**src/rtl/exec_sequencer_if.sv**
```systemverilog
// exec_sequencer_if
// Bundles the run-control handshake between the top-level ports, the
// instruction decoder and the exec_sequencer.
//   req, opcode            : toward the sequencer (start request, decoded opcode)
//   core_rst, run_en,
//   pc_hold, done, busy,
//   cycle_count, timeout   : from the sequencer (core control and run status)
// Modports: master = surrounding logic / bench, slave = exec_sequencer.
interface exec_sequencer_if #(
  parameter int CW = 16
);
  logic          req;
  logic [4:0]    opcode;
  logic          core_rst;
  logic          run_en;
  logic          pc_hold;
  logic          done;
  logic          busy;
  logic [CW-1:0] cycle_count;
  logic          timeout;

  modport master (
    output req, opcode,
    input  core_rst, run_en, pc_hold, done, busy, cycle_count, timeout
  );

  modport slave (
    input  req, opcode,
    output core_rst, run_en, pc_hold, done, busy, cycle_count, timeout
  );
endinterface

```
**src/rtl/exec_sequencer.sv**
```systemverilog
// exec_sequencer
// Run-level controller for the 9-bit-instruction core. Holds the core in
// reset while idle, resets and launches it on a rising edge of req, gates
// architectural writes every cycle, inserts one stall cycle per data-memory
// load and ends the run on the halt opcode.
// Ports:
//   clk    : single clock, rising edge
//   reset  : synchronous, active-low
//   bus    : exec_sequencer_if.slave (req, opcode in; core_rst, run_en,
//            pc_hold, done, busy, cycle_count, timeout out)
// Optional feature: define EXEC_WATCHDOG_EN to end a run after MAX_CYCLES
// run cycles and flag it on timeout. Without it, timeout is tied to 0.
module exec_sequencer #(
  parameter int             D           = 12,
  parameter int             CW          = 16,
  parameter logic [4:0]     HALT_OP     = 5'b11111,
  parameter logic [4:0]     LOAD_OP     = 5'b01000,
  parameter int             INIT_CYCLES = 2,
  parameter logic [15:0]    MAX_CYCLES  = 16'hFFFF
) (
  input  logic             clk,
  input  logic             reset,
  exec_sequencer_if.slave  bus
);

  localparam logic [2:0] S_IDLE   = 3'd0;
  localparam logic [2:0] S_INIT   = 3'd1;
  localparam logic [2:0] S_RUN    = 3'd2;
  localparam logic [2:0] S_LDWAIT = 3'd3;
  localparam logic [2:0] S_DONE   = 3'd4;

  // Elaboration-time guard on the parameter ranges.
  if (INIT_CYCLES < 1 || INIT_CYCLES > 15 || D < 1 || MAX_CYCLES == 16'd0) begin : g_bad_cfg
    $error("exec_sequencer: illegal parameter value");
  end

  function automatic logic [CW-1:0] sat_inc(input logic [CW-1:0] v);
    return (&v) ? v : v + 1'b1;
  endfunction

  logic [2:0]    state;
  logic [2:0]    state_nxt;
  logic          req_q;
  logic [3:0]    init_cnt;
  logic [CW-1:0] cyc_cnt;
  logic          timeout_q;
  logic          start;
  logic          in_run;
  logic          wd_fire;

  assign start  = bus.req & ~req_q;
  assign in_run = (state == S_RUN) || (state == S_LDWAIT);

`ifdef EXEC_WATCHDOG_EN
  assign wd_fire = in_run && (cyc_cnt == CW'(MAX_CYCLES - 16'd1));
`else
  assign wd_fire = 1'b0;
`endif

  always_comb begin
    state_nxt = state;
    case (state)
      S_IDLE:   if (start) state_nxt = S_INIT;
      S_INIT:   if (init_cnt == 4'(INIT_CYCLES - 1)) state_nxt = S_RUN;
      S_RUN: begin
        if (wd_fire)                    state_nxt = S_DONE;
        else if (bus.opcode == HALT_OP) state_nxt = S_DONE;
        else if (bus.opcode == LOAD_OP) state_nxt = S_LDWAIT;
      end
      S_LDWAIT: state_nxt = wd_fire ? S_DONE : S_RUN;
      S_DONE:   if (start) state_nxt = S_INIT;
      default:  state_nxt = S_IDLE;
    endcase
  end

  // State, start-edge and counter registers
  always_ff @(posedge clk) begin
    if (!reset) begin
      state     <= S_IDLE;
      req_q     <= 1'b0;
      init_cnt  <= '0;
      cyc_cnt   <= '0;
      timeout_q <= 1'b0;
    end else begin
      state <= state_nxt;
      // The edge detector always tracks req, so an edge seen while busy is consumed.
      req_q <= bus.req;
      if (state_nxt == S_INIT && state != S_INIT) begin
        init_cnt  <= '0;
        cyc_cnt   <= '0;
        timeout_q <= 1'b0;
      end else begin
        if (state == S_INIT) init_cnt <= init_cnt + 4'd1;
        if (in_run)          cyc_cnt  <= sat_inc(cyc_cnt);
        if (wd_fire)         timeout_q <= 1'b1;
      end
    end
  end

  // Output decode from state and opcode
  always_comb begin
    bus.core_rst = 1'b0;
    bus.run_en   = 1'b0;
    bus.pc_hold  = 1'b0;
    bus.done     = 1'b0;
    bus.busy     = 1'b0;
    case (state)
      S_IDLE: bus.core_rst = 1'b1;
      S_INIT: begin
        bus.core_rst = 1'b1;
        bus.busy     = 1'b1;
      end
      S_RUN: begin
        bus.busy = 1'b1;
        // Halt and load both stall the PC; a halt is never executed.
        if (wd_fire || bus.opcode == HALT_OP || bus.opcode == LOAD_OP) begin
          bus.pc_hold = 1'b1;
        end else begin
          bus.run_en = 1'b1;
        end
      end
      S_LDWAIT: begin
        bus.busy = 1'b1;
        // A watchdog expiry abandons the pending load instead of committing it.
        if (wd_fire) bus.pc_hold = 1'b1;
        else         bus.run_en  = 1'b1;
      end
      S_DONE: begin
        bus.done    = 1'b1;
        bus.pc_hold = 1'b1;
      end
      default: bus.core_rst = 1'b1;
    endcase
    // A reset arriving mid-run must not let the current cycle commit.
    if (!reset) bus.run_en = 1'b0;
  end

  assign bus.cycle_count = cyc_cnt;
  assign bus.timeout     = timeout_q;

endmodule
```
**src/flat_wrapper.sv**
```systemverilog
// flat-port wrapper written by rule: the top's interface ports become plain ports
module exec_sequencer_flat 
#(
  parameter int             D           = 12,
  parameter int             CW          = 16,
  parameter logic [4:0]     HALT_OP     = 5'b11111,
  parameter logic [4:0]     LOAD_OP     = 5'b01000,
  parameter int             INIT_CYCLES = 2,
  parameter logic [15:0]    MAX_CYCLES  = 16'hFFFF
)
  (clk, reset, bus_req, bus_opcode, bus_core_rst, bus_run_en, bus_pc_hold, bus_done, bus_busy, bus_cycle_count, bus_timeout);
  exec_sequencer_if #(.CW(CW)) bus_i ();
  input  logic clk;
  input  logic reset;
  input wire logic [$bits(bus_i.req)-1:0] bus_req;
  input wire logic [$bits(bus_i.opcode)-1:0] bus_opcode;
  output wire logic [$bits(bus_i.core_rst)-1:0] bus_core_rst;
  output wire logic [$bits(bus_i.run_en)-1:0] bus_run_en;
  output wire logic [$bits(bus_i.pc_hold)-1:0] bus_pc_hold;
  output wire logic [$bits(bus_i.done)-1:0] bus_done;
  output wire logic [$bits(bus_i.busy)-1:0] bus_busy;
  output wire logic [$bits(bus_i.cycle_count)-1:0] bus_cycle_count;
  output wire logic [$bits(bus_i.timeout)-1:0] bus_timeout;
  assign bus_i.req = bus_req;
  assign bus_i.opcode = bus_opcode;
  assign bus_core_rst = bus_i.core_rst;
  assign bus_run_en = bus_i.run_en;
  assign bus_pc_hold = bus_i.pc_hold;
  assign bus_done = bus_i.done;
  assign bus_busy = bus_i.busy;
  assign bus_cycle_count = bus_i.cycle_count;
  assign bus_timeout = bus_i.timeout;
  exec_sequencer #(.D(D), .CW(CW), .HALT_OP(HALT_OP), .LOAD_OP(LOAD_OP), .INIT_CYCLES(INIT_CYCLES), .MAX_CYCLES(MAX_CYCLES)) u_core (.clk(clk), .reset(reset), .bus(bus_i));
endmodule
```
**config.mk**
```make
export PLATFORM = sky130hd
export DESIGN_NAME = exec_sequencer_flat
export DESIGN_NICKNAME = d
export VERILOG_FILES = /design/src/rtl/exec_sequencer_if.sv /design/src/rtl/exec_sequencer.sv /design/src/flat_wrapper.sv
export SDC_FILE = /design/constraint.sdc
export NUM_CORES = 1
export LEC_CHECK = 0
export BUFFER_PORTS_ARGS = -buffer_cell sky130_fd_sc_hd__clkbuf_2
export CAP_MARGIN = 15
export CORE_MARGIN = 3
export CORE_UTILIZATION = 53
export CTS_CLUSTER_DIAMETER = 200
export DETAILED_ROUTE_END_ITERATION = 8
export GPL_ROUTABILITY_DRIVEN = 0
export PLACE_DENSITY = 0.79
export SLEW_MARGIN = 20
export SYNTH_ARGS = -nofsm -noshare
export SYNTH_HDL_FRONTEND = slang
export SYNTH_SLANG_ARGS = --single-unit
```
**constraint.sdc**
```tcl
create_clock -name clk -period 1.9 [get_ports clk]
set_input_delay 0.095 -clock clk [delete_from_list [all_inputs] [get_ports clk]]
set_output_delay 0.095 -clock clk [all_outputs]
set_load 0.05 [all_outputs]
```
==> reports/metrics.yaml, run 1 <==
setup_path:
  path_cells: "and4b_1, nand4_2, or4_1, a21oi_1"
  worstSetupStartpointType: "flip-flop"
  worstPathArrival_ps: 1990
  endpoint_kind: "flip-flop"
  reg2reg_slack_ps: 170
  slowest_delay_ps: 480
  critPathSlowestCell: "dfxtp_1"
  worstSetupPathType: "flip-flop to flip-flop"
  timing.rr.start: "u_core.state[1]$_SDFF_PN0_"
  rr_worst_depth: 4
  worst-endpoint-required_ps: 2160
  worstPathMaxFanout: 8
  r2r_end: "u_core.bus.cycle_count[15]$_SDFFE_PP0P_"
placement:
  place_hpwl_um: 2350
  place_inst: 208
  portBuffers: 28
hold_path:
  worstHoldPathCells: 2
  holdPathEnd: "u_core.req_q$_SDFF_PN0_"
  holdCritStartpoint: "reset"
  hold_path_class: "input pin to flip-flop"
final_layout:
  fill_cells: 188
  syn_to_final_growth_pct: 19.0
  fin_cells: 213
  register_area_um2: 483
  drive_gt1_share_pct: 27.6
  diodes: 0
  num-nets-final: 197
  multi_input_comb_area_um2: 786
yosys:
  syn_area_per_cell_um2: 8.68
  synth.area.top_cells: "dfxtp_1 (36%), a21oi_1 (3.4%), nand2_1 (3.4%), o31ai_1 (3.4%), ha_1 (2.8%)"
  synth.distinct_cells: 48
  synth.most_common_cell: "dfxtp_1"
  synthTopCellsByCount: "dfxtp_1 (24), nand2_1 (12), a21oi_1 (9), nor2_1 (9), nand3_1 (7)"
  ys_seq_area_share_pct: 36.4
  ys.warnings.count: 0
  syn_inst: 152
  synth.top_cell.area_share_pct: 36.4
  synth_edf_count: 0
  synth_seq_cells: 24
  synth_fp_nets: 163
  synth_flop_cell: "dfxtp_1"
  synth_largest_area_cell: "dfxtp_1"
  ys_async_sr_fraction_pct: 0
  netlist_area_um2: 1320
sta:
  timing.fmax_ghz: 0.579
  fin_crit_sh_pct: 91.0
  finalHoldViolations: 0
  tns_ps: 0
  relSlewSlack_pct: 62.4
  finalSetupViolCount: 0
  rsz0062_at_grt: "no"
  worst_pin_slew_ps: 559
  min_period_ps: 1730
  skew_ps: 1.51
  drv_slew: 0
power:
  ir_drop_mv: 0.538
  p_leak_nw: 0.618
  power_density_nw_per_um2: 639
clock_tree:
  cts_sinks: 24
  cts-buffers-inserted: 3
  post-cts-setup-buffers: 0
  h-tree-depth: 1
  ctsResizeCount: 0
  clock_latency_ps: 320
  cts_tree: "yes"
  path_clk_slew_ps: 140
  cts_root_buf: "clkbuf_4"
  clock_path_buffers: 2
drt:
  routed-wl-met3_um: 94
  vias_per_cell: 6.09
  antenna_left: 0
  wl_met1_um: 1340
  wire_per_inst_um: 14.8
  drtPass1Iterations: 5
  wl_um: 3160
  met2_length_um: 1680
  drcViolationCount: 0
  dr.max_layer_used: "met4"
  drtIter0Drc: 25
  detailroute.via_count: 1297
die:
  die_x_um: 55.9
  die_area_um2: 3130
  pin_count: 30
  start_util_pct: 57.5
  core_area_um2: 2300
  die_h_um: 55.9
  rows: 17
job:
  max_cap_viol_count: 0
global_routing:
  grt_use_total_pct: 21.1
  grt_pass1_wl_um: 5380
  grt_pass1_vias: 1297
  antenna_found_initial: 0
  grt_overflow: 0
  grt_max_degree: 15
status:
  outcome: "finished clean"
## stage by stage
step	power [mW]	area (um^2)	setup WS, ps	util (%)	hold slack [ps]
global placement	0.631	1510	265	65.6	327
finish	1.00	1570	171	68.4	74.3
CTS	1.00	1570	189	68.4	70.1
floorplan	0.603	1320	25.2	-	217
global route	1.04	1570	0.921	68.4	69.1
detailed placement	0.635	1510	221	65.6	331
## power by group
part | switching, mW | internal [mW] | total (mW)
sequential | 0.0119 | 0.512 | 0.523
clock | 0.164 | 0.213 | 0.377
combinational | 0.0621 | 0.0403 | 0.102
total | 0.238 | 0.765 | 1.00
## flip-flops by register name, indices dropped and copies added (netlist names)
| register | count |
|---|---|
| u_core.req_q | 1 |
| u_core.bus.cycle_count | 16 |
| u_core.init_cnt | 4 |
| u_core.state | 3 |
## worst max path at each step
stage / to / cells past startpoint / startpoint
2_1_floorplan: u_core.bus.cycle_count[7]$_SDFFE_PP0P_ / 6 / u_core.bus.cycle_count[1]$_SDFFE_PP0P_
3_3_place_gp: u_core.bus.cycle_count[9]$_SDFFE_PP0P_ / 4 / u_core.state[1]$_SDFF_PN0_
3_5_place_dp: u_core.bus.cycle_count[15]$_SDFFE_PP0P_ / 4 / u_core.state[1]$_SDFF_PN0_
4_1_cts: u_core.bus.cycle_count[9]$_SDFFE_PP0P_ / 4 / u_core.state[1]$_SDFF_PN0_
5_1_grt: u_core.bus.cycle_count[8]$_SDFFE_PP0P_ / 4 / u_core.bus.cycle_count[11]$_SDFFE_PP0P_
6_report: u_core.bus.cycle_count[15]$_SDFFE_PP0P_ / 4 / u_core.state[1]$_SDFF_PN0_
## what timing repair did
item                                    CTS  global route
hold buffers                              1             0
endpoints found under the setup margin    0             1
endpoints found under the hold margin     1             0
## layout make-up
type | instances | area share, %
Clock buffer | 3 | 1.43
Clock inverter | 1 | 1.91
Inverter | 3 | 0.717
Multi-Input combinational cell | 118 | 50.0
Sequential cell | 24 | 30.8
Tap cell | 28 | 2.23
Timing Repair Buffer | 36 | 12.9
## layout by cell type (no fill, tap or decap), types with 2 or more instances in the layout
| master | Yosys | routed |
|---|---|---|
| ha_1 | 3 | 3 |
| o22ai_1 | 3 | 3 |
| or4_1 | 5 | 5 |
| nor2b_1 | 2 | 2 |
| nand3_1 | 7 | 7 |
| inv_1 | 3 | 3 |
| o31ai_1 | 6 | 6 |
| and2_1 | 3 | 3 |
| nor2_1 | 9 | 9 |
| nor3b_1 | 3 | 3 |
| o211ai_1 | 4 | 4 |
| nand2_1 | 12 | 12 |
| nor4_1 | 3 | 3 |
| xor2_1 | 2 | 2 |
| nand4_2 | 2 | 2 |
| buf_4 | 1 | 7 |
| dfxtp_2 | 0 | 2 |
| dfxtp_1 | 24 | 22 |
| nand2b_1 | 4 | 4 |
| or3_1 | 5 | 5 |
| o21ai_0 | 6 | 6 |
| clkbuf_2 | 0 | 28 |
| and3_1 | 2 | 2 |
| a21oi_1 | 9 | 9 |
| nand4_1 | 6 | 6 |
| clkbuf_4 | 0 | 3 |
## per-layer routing
layer / track usage, % / up-vias
met1: 22.4 / 617
li1: - / 642
met3: 3.48 / 6
met2: 40.2 / 32
met5: 0 / -
met4: 9.15 / 0
## kinds of logic after synthesis
family | count (synthesis) | synth area share, %
DFF | 24 | 36.4
muxes | 1 | 0.758
xor gates and xnor gates | 3 | 1.99
adders and majority gates | 3 | 2.84
other | 1 | 0.284
and+or+nand+nor | 75 | 35.0
buffers and inverters | 10 | 4.08
AOI/OAI and AO/OA | 35 | 18.7
## worst max-delay path: cells and delay by family (launching register included)
kind / cells / cell delay, ps
compound gates: 1 / 150
simple gates: 3 / 1050
flops: 1 / 480
Note: power is estimated with default switching activity, not from simulation.
==> run 2: changes to the inputs <==
Clock period 1.9 ns to 1.6 ns, I/O delays scaled along.
==> reports/metrics.yaml, run 2 (synthesis results as in run 1) <==
sta:
  skew_ps: 5.15
  finalHoldViolations: 0
  tns_ps: -11.5
  drv_slew: 0
  fin_crit_sh_pct: 101
  finalSetupViolCount: 1
  timing.fmax_ghz: 0.621
  fin_ws_ps: -11.5
  min_period_ps: 1610
  timing.hold.ws_ps: 88.7
global_routing:
  grt_pass1_wl_um: 5910
  grt_pass1_vias: 1330
  grt_use_total_pct: 23.2
  grt_max_degree: 14
  antenna_found_initial: 0
  grt_overflow: 0
power:
  pwr-share-clk_pct: 30.7
  seq_power_share_pct: 55.7
  power_density_nw_per_um2: 604
  ir_drop_mv: 0.522
  p_int_uw: 791
  p_leak_nw: 0.706
  swShare_pct: 26.8
  p_total_mw: 1.08
  combinationalPowerShare_pct: 13.6
  power.switching_uw: 289
placement:
  dp_slack_ps: -10.4
  place_hpwl_um: 2500
  place_inst: 212
  portBuffers: 28
  placed_area_um2: 1600
drt:
  dr.max_layer_used: "met4"
  wl_um: 3940
  met2_length_um: 2060
  drtPass1Iterations: 4
  wl_met1_um: 1460
  detailroute.via_count: 1443
  drtIter0Drc: 99
  vias_per_cell: 6.47
  drcViolationCount: 0
  routed-wl-met3_um: 247
  wire_per_inst_um: 17.6
  antenna_left: 0
setup_path:
  endpoint_kind: "flip-flop"
  worstSetupStartpointType: "flip-flop"
  crit_start: "u_core.bus.cycle_count[2]$_SDFFE_PP0P_"
  crit_end: "u_core.bus.cycle_count[15]$_SDFFE_PP0P_"
  worstPathMaxFanout: 8
  timing.rr.start: "u_core.bus.cycle_count[2]$_SDFFE_PP0P_"
  rr_worst_depth: 4
  r2r_end: "u_core.bus.cycle_count[15]$_SDFFE_PP0P_"
  worstSetupPathType: "flip-flop to flip-flop"
  worstPathArrival_ps: 1870
  reg2reg_slack_ps: -10
  worst-endpoint-required_ps: 1860
clock_tree:
  cts_tree: "yes"
  clock_latency_ps: 320
  cts-buffers-inserted: 3
  cts_root_buf: "clkbuf_4"
  h-tree-depth: 1
  clock_path_buffers: 2
  cts_sinks: 24
  path_clk_slew_ps: 140
final_layout:
  largest_reg_flops: 16
  num-nets-final: 207
  diodes: 0
  final_cell_mix: "clkbuf_2 (25), buf_4 (13), nand2_1 (12)"
  final_common_cell: "clkbuf_2"
  drive_gt1_share_pct: 46.7
  fill_cells: 149
  syn_to_final_growth_pct: 35.5
  fin_area_um2: 1790
  fin_util_pct: 77.9
  fin_cells: 223
die:
  die_area_um2: 3130
  die_h_um: 55.9
  die_x_um: 55.9
  pin_count: 30
  rows: 17
  start_util_pct: 57.5
  core_area_um2: 2300
job:
  max_cap_viol_count: 0
status:
  outcome: "complete, but fails checks"
  violations: "negative setup slack"
hold_path:
  hold_path_class: "input pin to flip-flop"
run 2: cell types whose count changed in the layout (fill, tap and decap cells not counted), sizes merged:
cell and change:
bufinv -1, buf +12, clkbuf -1
run 2: timing repair:
action,in CTS,in global routing
hold buffers,1,0
pin swaps,1,9
buffers inserted,2,4
gates cloned,0,1
hold endpoints to repair,1,0
setup endpoints to repair,6,21
resized for setup,7,22
run 2: final cells by class:
cell class              count  area [um^2]  area share, %
inverters                   3         11.3          0.629
flip-flops and latches     24          526           29.4
well taps                  28         35.0           1.96
clock buffers               4         36.3           2.03
repair buffers             46          305           17.1
multi-input cells         118          876           49.0
run 2: power groups by stage:
| stage | Combinational [mW] | Clock (mW) | Sequential (mW) |
|---|---|---|---|
| after floorplan | 0.0875 | 0 | 0.614 |
| after global placement | 0.128 | 0 | 0.613 |
| after detailed placement | 0.131 | 0 | 0.614 |
| after CTS | 0.136 | 0.328 | 0.600 |
| after global routing | 0.160 | 0.349 | 0.603 |
| final | 0.147 | 0.332 | 0.601 |
run 2: worst min path at each step:
stage                                            end    start  slack (ps)  cells after the start
after floorplan              u_core.req_q$_SDFF_PN0_  bus_req         200                      1
after global placement       u_core.req_q$_SDFF_PN0_  bus_req         310                      2
after detailed placement     u_core.req_q$_SDFF_PN0_  bus_req         310                      2
after CTS                 u_core.state[0]$_SDFF_PN0_    reset          60                      2
after global routing      u_core.state[1]$_SDFF_PN0_    reset         110                      2
final                     u_core.state[0]$_SDFF_PN0_    reset          90                      2
run 2: critical path: stages (launching register included):
cell and delay, ps:
dfxtp_4 410, and4b_2 340, nand4_2 180, or4_1 460, a21oi_1 160
run 2: metal layers:
layer	vias up	global-route usage, %
li1	664	-
met3	22	3.71
met2	70	43.4
met4	0	9.83
met1	687	25.6
met5	-	0
==> run 3: changes to the inputs <==
Settings changed: CORE_UTILIZATION 53 to 40, PLACE_DENSITY 0.79 to default.
Clock period 1.6 ns to 2.1 ns, I/O delays scaled along.
==> reports/metrics.yaml, run 3 (synthesis results as in run 1) <==
sta:
  min_period_ps: 1890
  relSlewSlack_pct: 62.1
  fin_crit_sh_pct: 89.8
  finalSetupViolCount: 0
  drv_slew: 0
  finalHoldViolations: 0
  tns_ps: 0
  timing.fmax_ghz: 0.530
  skew_ps: 6.81
  rsz0062_at_grt: "no"
  worst_pin_slew_ps: 567
setup_path:
  reg2reg_slack_ps: 210
  rr_worst_depth: 5
  worstSetupStartpointType: "flip-flop"
  worstSetupPathType: "flip-flop to flip-flop"
  worstPathMaxFanout: 10
  endpoint_kind: "flip-flop"
  worst-endpoint-required_ps: 2350
  r2r_end: "u_core.bus.cycle_count[4]$_SDFFE_PP0P_"
  worstPathArrival_ps: 2130
  timing.rr.start: "u_core.bus.cycle_count[0]$_SDFFE_PP0P_"
placement:
  place_hpwl_um: 2320
  place_inst: 220
  portBuffers: 28
die:
  pin_count: 30
  die_area_um2: 4030
  die_h_um: 63.4
  start_util_pct: 42.5
  die_x_um: 63.4
  rows: 20
  core_area_um2: 3100
final_layout:
  num-nets-final: 192
  fin_cells: 223
  largest_reg_flops: 16
  drive_gt1_share_pct: 24.6
  syn_to_final_growth_pct: 15.0
  diodes: 0
  final_cell_mix: "clkbuf_2 (28), dfxtp_1 (24), nand2_1 (12)"
  final_common_cell: "clkbuf_2"
hold_path:
  hold_path_class: "input pin to flip-flop"
  worstHoldPathCells: 2
  holdCritStartpoint: "bus_req"
  holdPathEnd: "u_core.req_q$_SDFF_PN0_"
global_routing:
  grt_overflow: 0
  grt_pass1_wl_um: 5320
  antenna_found_initial: 0
  grt_use_total_pct: 15.9
  grt_pass1_vias: 1181
  grt_max_degree: 13
power:
  p_leak_nw: 0.578
  power_density_nw_per_um2: 498
  ir_drop_mv: 0.265
drt:
  drtIter0Drc: 70
  drcViolationCount: 0
  wire_per_inst_um: 13.7
  detailroute.via_count: 1248
  vias_per_cell: 5.60
  antenna_left: 0
  wl_um: 3050
  drtPass1Iterations: 5
clock_tree:
  holdBufCountCts: 0
  post-cts-setup-buffers: 0
  clock_path_buffers: 2
  cts_sinks: 24
  path_clk_slew_ps: 130
  cts_tree: "yes"
  cts-buffers-inserted: 3
  h-tree-depth: 1
  clock_latency_ps: 310
  cts_root_buf: "clkbuf_4"
  ctsResizeCount: 0
job:
  max_cap_viol_count: 0
status:
  outcome: "finished clean"
==> run 3: power breakdown <==
group | switching, mW | internal, mW
clock | 0.130 | 0.0670
combinational | 0.0549 | 0.0315
sequential | 0.00980 | 0.463
total | 0.195 | 0.561
==> run 3: worst max-delay path by stage <==
| stage | cells past startpoint | startpoint | end |
|---|---|---|---|
| 2_1_floorplan | 6 | u_core.bus.cycle_count[1]$_SDFFE_PP0P_ | u_core.bus.cycle_count[7]$_SDFFE_PP0P_ |
| 3_3_place_gp | 5 | u_core.bus.cycle_count[0]$_SDFFE_PP0P_ | u_core.bus.cycle_count[8]$_SDFFE_PP0P_ |
| 3_5_place_dp | 5 | u_core.bus.cycle_count[0]$_SDFFE_PP0P_ | u_core.bus.cycle_count[8]$_SDFFE_PP0P_ |
| 4_1_cts | 5 | u_core.bus.cycle_count[0]$_SDFFE_PP0P_ | u_core.bus.cycle_count[4]$_SDFFE_PP0P_ |
| 5_1_grt | 5 | u_core.bus.cycle_count[0]$_SDFFE_PP0P_ | u_core.bus.cycle_count[4]$_SDFFE_PP0P_ |
| 6_report | 5 | u_core.bus.cycle_count[0]$_SDFFE_PP0P_ | u_core.bus.cycle_count[4]$_SDFFE_PP0P_ |
==> run 3: routing by layer <==
layer,track usage (%),wire length [um]
met3,3.74,101
met4,3.50,12
met2,28.0,1550
met1,19.5,1390
met5,0,0
==> run 3: worst max-delay path: stages (launching register included) <==
cell     delay (ps)
dfxtp_1         420
ha_1            280
nand3_1         210
o41ai_4         610
o21ai_0         170
a21oi_1         130
==> run 3: cell type report <==
class | count | area (um^2)
clock buffers | 3 | 22.5
fillers | 330 | 1590
inverters | 3 | 11.3
multi-input cells | 118 | 786
flip-flops and latches | 24 | 480
well taps | 44 | 55.1
repair buffers | 31 | 163
==> run 3: per-stage QoR <==
stage	worst slack, ps	total power, mW	util, %	cell area [um^2]	hold WS [ps]
2_1_floorplan	24.5	0.545	-	1320	227
3_3_place_gp	316	0.567	48.2	1500	334
3_5_place_dp	237	0.569	48.2	1500	339
4_1_cts	220	0.767	48.9	1520	6.63
5_1_grt	27.8	0.796	48.9	1520	12.6
6_report	214	0.756	48.9	1520	17.8
